[config.mk]
export PLATFORM = sky130hd
export DESIGN_NAME = xyz_bundle_reader
export DESIGN_NICKNAME = d
export VERILOG_FILES = /design/src/rtl/xyz_pkg.sv /design/src/rtl/xyz_fifo.sv /design/src/rtl/xyz_bundle_reader.sv
export SDC_FILE = /design/constraint.sdc
export NUM_CORES = 1
export LEC_CHECK = 0
export CAP_MARGIN = 20
export CORE_MARGIN = 4
export CORE_UTILIZATION = 55
export CTS_CLUSTER_SIZE = 40
export DETAILED_ROUTE_END_ITERATION = 16
export PLACE_DENSITY = 0.79
export SYNTH_ARGS = -nofsm -noshare
export SYNTH_HDL_FRONTEND = slang
export SYNTH_HIERARCHICAL = 1
export SYNTH_SLANG_ARGS = --single-unit
[constraint.sdc]
create_clock -name i_clk -period 4.45 [get_ports i_clk]
set_input_delay 0.445 -clock i_clk [delete_from_list [all_inputs] [get_ports i_clk]]
set_output_delay 0.445 -clock i_clk [all_outputs]
set_load 0.005 [all_outputs]
[src/rtl/xyz_pkg.sv]
// Shared definitions for the x/y/z bundle interface.
// Both the bundle writer and the bundle reader import this package.
//   FIELD_W   : width of each bundle field
//   xyz_t     : packed x/y/z triple, each field in [FIELD_W-1:0] order
//   map_field : converts an ascending [0:FIELD_W-1] writer field into the
//               reader's descending order, keeping bit k at index k
//   fold_xyz  : x ^ y ^ z of one triple, the checksum contribution
package xyz_pkg;

  localparam int unsigned FIELD_W = 8;

  typedef struct packed {
    logic [FIELD_W-1:0] x;
    logic [FIELD_W-1:0] y;
    logic [FIELD_W-1:0] z;
  } xyz_t;

  // A plain vector assignment would connect by position (v[0] -> r[7]).
  // The bundle contract is by index, so each bit is copied explicitly.
  function automatic logic [FIELD_W-1:0] map_field(input logic [0:FIELD_W-1] v);
    logic [FIELD_W-1:0] r;
    r = '0;
    for (int unsigned k = 0; k < FIELD_W; k++) begin
      r[k] = v[k];
    end
    return r;
  endfunction

  function automatic logic [FIELD_W-1:0] fold_xyz(input xyz_t t);
    return t.x ^ t.y ^ t.z;
  endfunction

endpackage

[src/rtl/xyz_fifo.sv]
// Storage for buffered x/y/z triples with a registered head entry.
// Ports:
//   clk_i    : clock, rising edge
//   rst_ni   : asynchronous active-low reset
//   push_i   : write request (ignored when full unless a pop occurs too)
//   wdata_i  : triple to write
//   pop_i    : release request for the head (ignored when empty)
//   rdata_o  : head triple, driven directly from a register
//   valid_o  : at least one triple is buffered
//   full_o   : DEPTH triples are buffered
module xyz_fifo
  import xyz_pkg::*;
#(
  parameter int unsigned DEPTH = 4
) (
  input  logic clk_i,
  input  logic rst_ni,
  input  logic push_i,
  input  xyz_t wdata_i,
  input  logic pop_i,
  output xyz_t rdata_o,
  output logic valid_o,
  output logic full_o
);

  localparam int unsigned AW = $clog2(DEPTH);

  // Pointers carry one extra wrap bit so full and empty are distinguishable.
  logic [AW:0] wr_ptr_q, wr_ptr_d;
  logic [AW:0] rd_ptr_q, rd_ptr_d;
  xyz_t        mem_q [DEPTH];
  xyz_t        head_q, head_d;
  logic        valid_q, valid_d;

  logic empty;
  logic full;
  logic push_ok;
  logic pop_ok;

  assign empty   = (wr_ptr_q == rd_ptr_q);
  assign full    = (wr_ptr_q[AW] != rd_ptr_q[AW]) &&
                   (wr_ptr_q[AW-1:0] == rd_ptr_q[AW-1:0]);
  assign pop_ok  = pop_i && !empty;
  // A pop in the same cycle frees a slot, so a full buffer can still accept.
  assign push_ok = push_i && (!full || pop_ok);

  always_comb begin
    wr_ptr_d = wr_ptr_q + (AW+1)'(push_ok);
    rd_ptr_d = rd_ptr_q + (AW+1)'(pop_ok);
    valid_d  = (wr_ptr_d != rd_ptr_d);
    head_d   = head_q;
    // The head register tracks the entry at the next read pointer. When that
    // entry is the one being written this cycle it is not yet in memory, so
    // it is taken from the write data instead.
    if (push_ok && (rd_ptr_d == wr_ptr_q)) begin
      head_d = wdata_i;
    end else if (valid_d) begin
      head_d = mem_q[rd_ptr_d[AW-1:0]];
    end
  end

  always_ff @(posedge clk_i or negedge rst_ni) begin
    if (!rst_ni) begin
      wr_ptr_q <= '0;
      rd_ptr_q <= '0;
      head_q   <= '0;
      valid_q  <= 1'b0;
    end else begin
      wr_ptr_q <= wr_ptr_d;
      rd_ptr_q <= rd_ptr_d;
      head_q   <= head_d;
      valid_q  <= valid_d;
    end
  end

  // Entries are only observed through the pointers, so they need no reset.
  always_ff @(posedge clk_i) begin
    if (push_ok) begin
      mem_q[wr_ptr_q[AW-1:0]] <= wdata_i;
    end
  end

  assign rdata_o = head_q;
  assign valid_o = valid_q;
  assign full_o  = full;

endmodule

[src/rtl/xyz_bundle_reader.sv]
// Bundle reader: buffers x/y/z triples from the bundle writer, presents the
// oldest one downstream, and keeps an accepted-triple count and an XOR
// checksum of every accepted triple.
// Ports:
//   i_clk, i_rst_n     : clock (rising edge), asynchronous active-low reset
//   i_x, i_y, i_z      : writer fields, ascending [0:7] order
//   i_valid / o_ready  : upstream handshake
//   o_a, o_b, o_c      : head x/y/z in [7:0] order, o_a[k] = x[k]
//   o_valid / i_ready  : downstream handshake
//   o_count            : accepted triples, wraps modulo 2**CNT_W
//   o_xsum             : running XOR of x^y^z over accepted triples
module xyz_bundle_reader
  import xyz_pkg::*;
#(
  parameter int unsigned DEPTH = 4,
  parameter int unsigned CNT_W = 16
) (
  input  logic                 i_clk,
  input  logic                 i_rst_n,
  input  logic [0:FIELD_W-1]   i_x,
  input  logic [0:FIELD_W-1]   i_y,
  input  logic [0:FIELD_W-1]   i_z,
  input  logic                 i_valid,
  output logic                 o_ready,
  output logic [FIELD_W-1:0]   o_a,
  output logic [FIELD_W-1:0]   o_b,
  output logic [FIELD_W-1:0]   o_c,
  output logic                 o_valid,
  input  logic                 i_ready,
  output logic [CNT_W-1:0]     o_count,
  output logic [FIELD_W-1:0]   o_xsum
);

  xyz_t in_triple;
  xyz_t head;
  logic fifo_valid;
  logic fifo_full;
  logic push;
  logic pop;

  // Held low through reset and set by the first edge afterwards, so the
  // reader never advertises space while reset is asserted.
  logic rdy_en_q;

  logic [CNT_W-1:0]   count_q, count_d;
  logic [FIELD_W-1:0] xsum_q, xsum_d;

  always_comb begin
    in_triple.x = map_field(i_x);
    in_triple.y = map_field(i_y);
    in_triple.z = map_field(i_z);
  end

  assign pop     = fifo_valid && i_ready;
  assign o_ready = rdy_en_q && (!fifo_full || pop);
  assign push    = i_valid && o_ready;

  xyz_fifo #(
    .DEPTH (DEPTH)
  ) u_fifo (
    .clk_i   (i_clk),
    .rst_ni  (i_rst_n),
    .push_i  (push),
    .wdata_i (in_triple),
    .pop_i   (pop),
    .rdata_o (head),
    .valid_o (fifo_valid),
    .full_o  (fifo_full)
  );

  always_comb begin
    count_d = count_q;
    xsum_d  = xsum_q;
    if (push) begin
      count_d = count_q + CNT_W'(1);
      xsum_d  = xsum_q ^ fold_xyz(in_triple);
    end
  end

  always_ff @(posedge i_clk or negedge i_rst_n) begin
    if (!i_rst_n) begin
      rdy_en_q <= 1'b0;
      count_q  <= '0;
      xsum_q   <= '0;
    end else begin
      rdy_en_q <= 1'b1;
      count_q  <= count_d;
      xsum_q   <= xsum_d;
    end
  end

  assign o_a     = head.x;
  assign o_b     = head.y;
  assign o_c     = head.z;
  assign o_valid = fifo_valid;
  assign o_count = count_q;
  assign o_xsum  = xsum_q;

endmodule

# --- Word-level counts from Yosys, hierarchy flattened ---
# Memories as Yosys holds them, arrays and structs flattened.
# Index checks and enable logic that the tools add are counted.
word_totals:
  regBits: 56
  latchBits: 0
  ram_bits: 96
  romBits: 0
  output_inout_bits: 50
  word_cells: 37
  n_memories: 1
memory_table:
  columns: ["memory", "words", "width", "rd", "rd_clocked_by_memory_dff", "wr", "line_no", "source"]
  rows:
  - ["u_fifo.mem_q", 4, 24, 1, 0, 1, "xyz_fifo.sv:31", "xyz_t mem_q [DEPTH];"]
op_classes:
  add_sub_neg: 3
  mul: 0
  div_mod_pow: 0
  order_cmp: 0
  n_eq_ne: 5
  shifts: 0
  muxes: 4
  bitwise: 3
  n_reduce_logical: 12
op_table:
  columns: ["cell", "n"]
  rows:
  - ["24-bit two-way mux", 2]
  - ["8-bit XOR", 3]
  - ["16-bit by 1-bit adder with 16-bit output (second input constant)", 1]
  - ["1-bit logical AND", 7]
  - ["3-bit by 1-bit adder with 3-bit output", 2]
  - ["3-bit equality test", 2]
  - ["3-bit inequality test", 1]
  - ["2-bit equality test", 1]
  - ["1-bit zero test", 2]
  - ["1-bit logical OR", 2]
  - ["1-bit two-way mux", 2]
  - ["2-bit nonzero test", 1]
  - ["1-bit inequality test", 1]

# --- Depth between registers and ports, before layout ---
depth:
  ltp_word: 11
  mapped_depth: 14
  ltp_nobuf: 11

# --- Cells and area by module ---
# The synthesis kept the hierarchy.
by_module_without_submodules:
  columns: ["mod", "instances", "cells_per_inst", "area_each_um2"]
  rows:
  - ["xyz_fifo", 1, 304, 5159.9]
  - ["xyz_bundle_reader", 1, 106, 1261.2]

# --- Worst setup path after synthesis ---
# OpenSTA, ideal clock, no wires.
synth_path:
  path_kind: "reg-to-reg"
  from: "reg u_fifo.wr_ptr_q[1]"
  to: "mem u_fifo/mem_q[0][0] in the netlist's numbering (enable)"
  arrival_ns: 2.829
  path_slack_ns: 1.214
  stages_incl_launch_ff: 9
  path_buffers: 1
  synth_period_minus_slack_ns: 3.236
  path_cell_list: "dfrtp_1 > xor2_1 > nor3_1 > a21boi_4 > and3b_2 > buf_6 > o41a_1 > nor2b_1 > nor2b_1"
synth_via:
  elab_chain_len: 9
  elab_cells_between_ends: 13
  classes_between: "2 x eq/ne; 2 x mux; 9 x reduce/logical"
synth_lines:
  columns: ["item", "line_no", "source"]
  rows:
  - ["from (decl)", "xyz_fifo.sv:29", "logic [AW:0] wr_ptr_q, wr_ptr_d;"]
  - ["from (signal assigned)", "xyz_fifo.sv:69", "wr_ptr_q <= wr_ptr_d;"]
  - ["2-bit equality test", "xyz_fifo.sv:42", "(wr_ptr_q[AW-1:0] == rd_ptr_q[AW-1:0]);"]
  - ["1-bit logical AND", "xyz_fifo.sv:41", "assign full = (wr_ptr_q[AW] != rd_ptr_q[AW]) &&"]
  - ["named net fifo_full", "xyz_bundle_reader.sv:37", "logic fifo_full;"]
  - ["1-bit zero test", "xyz_bundle_reader.sv:55", "assign o_ready = rdy_en_q && (!fifo_full || pop);"]
  - ["1-bit logical OR", "xyz_bundle_reader.sv:55", null]
  - ["1-bit logical AND", "xyz_bundle_reader.sv:55", null]
  - ["1-bit logical AND", "xyz_bundle_reader.sv:56", "assign push = i_valid && o_ready;"]
  - ["named net push", "xyz_bundle_reader.sv:38", "logic push;"]
  - ["1-bit logical AND", "xyz_fifo.sv:45", "assign push_ok = push_i && (!full || pop_ok);"]
  - ["1-bit two-way mux", "xyz_fifo.sv:78", "if (push_ok) begin"]
  - ["1-bit two-way mux (not written as such)", "xyz_fifo.sv:79", "mem_q[wr_ptr_q[AW-1:0]] <= wdata_i;"]
  - ["to (decl)", "xyz_fifo.sv:31", null]
# The timed path passes the listed nets, and every way through them passes these cells.

# --- Worst setup path in the final report ---
layout_path:
  from: "reg u_fifo.wr_ptr_q[0]"
  to: "reg u_fifo.head_q (netlist bit u_fifo/rdata_o[5])"
layout_via:
  elab_chain_len: 10
  elab_cells_between_ends: 20
  classes_between: "2 x add/sub; 4 x eq/ne; 2 x mux; 11 x reduce/logical; 1 x memory"
layout_lines:
  columns: ["item", "line_no", "source"]
  rows:
  - ["2-bit equality test (*)", "xyz_fifo.sv:42", null]
  - ["1-bit logical AND (*)", "xyz_fifo.sv:41", null]
  - ["named net fifo_full", "xyz_bundle_reader.sv:37", null]
  - ["1-bit zero test (*)", "xyz_fifo.sv:45, xyz_bundle_reader.sv:55", null]
  - ["1-bit logical OR", "xyz_bundle_reader.sv:55", null]
  - ["1-bit logical AND", "xyz_bundle_reader.sv:55", null]
  - ["1-bit logical AND", "xyz_bundle_reader.sv:56", null]
  - ["1-bit logical AND (*)", "xyz_fifo.sv:45", null]
  - ["3-bit by 1-bit adder with 3-bit output", "xyz_fifo.sv:48", "wr_ptr_d = wr_ptr_q + (AW+1)'(push_ok);"]
  - ["3-bit inequality test", "xyz_fifo.sv:50", "valid_d = (wr_ptr_d != rd_ptr_d);"]
  - ["2-bit nonzero test (no line)", null, null]
  - ["to (signal assigned)", "xyz_fifo.sv:66", "head_q <= '0;"]
  - ["to (signal assigned)", "xyz_fifo.sv:71", "head_q <= head_d;"]
  - ["to (decl)", "xyz_fifo.sv:32", "xyz_t head_q, head_d;"]
# The timed path passes the listed nets; every way through them passes the cells marked *. The select of a mux whose other input is x is not followed.
# A chain may end at the register's enable or synchronous reset.

==> impl_metrics.yaml <==
layout:
  final_common_cell: "edfxtp_1"
  post_route_cells_drive_above_1_share: 0.167
  final_nets: 528
  diodes: 0
  fin_util: 0.697
  area_delta_synth_final_pct: 23.9
  layout_common_cells: "edfxtp_1, clkdlybuf4s50_1, dfrtp_1"
timing:
  finClkSkew_ns: 0.00852
  rsz0062_at_grt: "no"
  slew_viol_final: 0
  fin_crit_sh: 0.846
  setup_viol: 0
  tightest_slew_ns: 0.844
  setup_tns_ns: 0
  fin_crit_ns: 3.76
  fmax_mhz: 266
  setup_slack_ns: 0.685
  max_slew_margin: 0.437
  hold_viol: 0
flow_run:
  drv_cap: 0
cts:
  cts_tree: "done"
  worst_skew_pair.late_latency_ns: 0.42
  path_clk_slew_ns: 0.07
  cts_buffer_depth: 2
  post_cts_buffers: 0
  cts_sinks: 152
  numCtsBuffers: 17
  cts_resized: 0
  htree_levels: 4
  root_buffer: "clkbuf_16"
  hold_buffers: 0
worst_setup_path:
  reg2reg_depth: 12
  critPathArrivalTime_ns: 4.11
  cp-end-kind: "flip-flop"
  crit_path_start_kind: "flip-flop"
  critPathKind: "reg -> reg"
  cp.required_ns: 4.80
  rr_startpoint: "u_fifo/wr_ptr_q[0]"
  cp_max_fo: 14
  r2r-end: "u_fifo/rdata_o[5]"
  rrSetupSlack_ns: 0.69
power:
  finalPower_mw: 6.45
  clock_power_share: 0.225
  ir_worst_vdd_v: 0.000394
  switchingPower_mw: 2.37
  sw_frac_of_total: 0.368
  pwr-share-comb: 0.450
  p_seq_frac: 0.325
  power.internal_mw: 4.08
  p_per_area_mw_per_mm2: 811
  p_leak_nw: 2.79
placed_design:
  place_hpwl_um: 8940
  gp_congestion: 0.789
  port_buffers: 77
  post-place-ws_ns: 0.728
floorplan:
  die_w_um: 116
  rows: 39
  start_util: 0.562
  dieArea_mm2: 0.0135
  ios: 78
  die_h_um: 116
  core_mm2: 0.0114
synth:
  syn-cell-area_mm2: 0.00642
  syn-mean-instance-area_um2: 15.7
  synth_nets: 443
  synth_cell_types: 42
  synthCells: 410
  synth_seq_area_share: 0.667
  ys_ff_latch: 152
  yosysWarnings: 6
grt:
  grt_pass1_vias: 4070
  antenna_found_initial: 0
  grt_max_degree: 57
  grt_first_pass_wirelength_um: 22800
  grt_overflow: 0
  grt_use_total: 0.232
outcome:
  status: "complete, no violations"
route:
  first_pass_iters: 5
  avgRoutedWirePerCell_um: 22.2
  dr_total_vias: 4011
  drt_wl_total_um: 14400
  antenna_left: 0
  first_iter_violations: 381
  vias_per_cell: 6.16
  drc: 0
worst_hold_path:
  min_path_type: "in -> async"
## state kept, by name, summed over array words and instances (netlist names)
name	count
u_fifo/wr_ptr_q	3
rdy_en_q	1
u_fifo/valid_o	1
u_fifo/mem_q	96
u_fifo/rd_ptr_q	3
u_fifo/rdata_o	24
o_xsum	8
o_count	16
## critical path, stage by stage (launching register included)
cell	delay, ns
dfrtp_1	0.47
xor2_1	0.24
nor3_1	0.21
a21boi_4	0.30
and3b_2	0.36
o41a_1	0.19
ha_1	0.20
ha_1	0.19
xnor2_1	0.20
xnor2_1	0.64
buf_4	0.34
o21ai_0	0.14
a31oi_1	0.21
## worst max path at each step
stage                                  start                  to  cells past startpoint  slack (ns)
after CTS                 u_fifo/wr_ptr_q[0]   u_fifo/rdata_o[4]                     12        0.70
after global routing      u_fifo/wr_ptr_q[0]   u_fifo/rdata_o[4]                     12        0.36
after global placement               i_ready  u_fifo/rdata_o[20]                     11        0.85
after detailed placement  u_fifo/wr_ptr_q[0]  u_fifo/rdata_o[20]                     12        0.73
final                     u_fifo/wr_ptr_q[0]   u_fifo/rdata_o[5]                     12        0.69
after floorplan           u_fifo/wr_ptr_q[1]  u_fifo/mem_q[0][0]                      8        1.21
## cells by family after synthesis
logic type,synth area share
AO/OA/AOI/OAI,0.0799
other,0.000584
buffers and inverters,0.0195
adder cells (fa/ha/maj),0.00974
flip-flops,0.667
multiplexers,0.0859
XOR/XNOR,0.0719
AND/OR/NAND/NOR,0.0653
## through the flow
step / instance area, um^2 / hold WS (ns) / std cells
2_1_floorplan: 6420 / 0.149 / 410
4_1_cts: 7950 / 0.187 / 651
6_report: 7950 / 0.170 / 651
5_1_grt: 7950 / 0.221 / 651
3_5_place_dp: 7350 / 0.466 / 619
3_3_place_gp: 7350 / 0.459 / 619
## cell usage after synthesis
library cell	number	area share
nand4_1	5	0.0049
buf_1	1	0.00058
nor3_1	1	0.00078
and2b_2	1	0.0014
a211oi_1	24	0.028
nor3_4	1	0.0025
nor2_1	5	0.0029
conb_1	1	0.00058
o41a_1	1	0.0018
xor2_2	2	0.0051
and3b_2	1	0.0016
nor2b_1	2	0.0019
buf_4	2	0.0023
nand2b_1	1	0.00097
o21ai_0	24	0.019
buf_2	9	0.0070
nand3_1	27	0.021
mux2_2	1	0.0018
xor2_1	12	0.016
nand4_2	1	0.0019
mux4_2	24	0.084
edfxtp_1	96	0.45
inv_1	1	0.00058
and2_2	1	0.0012
nor3_2	2	0.0031
o311ai_2	1	0.0025
nand3_2	1	0.0016
buf_6	1	0.0018
and3_1	3	0.0029
a21boi_4	1	0.0029
a31oi_1	24	0.023
dfrtp_1	56	0.22
o31a_1	1	0.0014
a21o_1	1	0.0012
nand2_1	17	0.0099
xnor2_1	37	0.050
and2_1	2	0.0019
clkbuf_1	11	0.0064
ha_1	5	0.0097
nor4_4	1	0.0033
or2_4	1	0.0014
clkbuf_2	1	0.00078
## routing by layer
layer,track usage,part of all wire
met5,0,0
met2,0.354,0.48
met1,0.323,0.42
met4,0.0889,0.020
met3,0.0627,0.080
## area by class of cell
type                       count  area [um^2]
multi-input combinational    232         2020
clock buffer                  21          450
sequential                   152         4280
timing repair buffer          91          871
fill                         809         3460
tap                          143          179
inverter                       1         3.75
clock inverter                11          149
## power by group through the flow
stage	logic (mW)	registers [mW]	clock network [mW]
after global placement	2.74	2.11	0
after CTS	2.89	2.10	1.47
after global routing	3.13	2.13	1.54
after detailed placement	2.84	2.12	0
after floorplan	1.90	2.07	0
final	2.90	2.10	1.45
No activity file was read; power rests on OpenSTA's default activity.
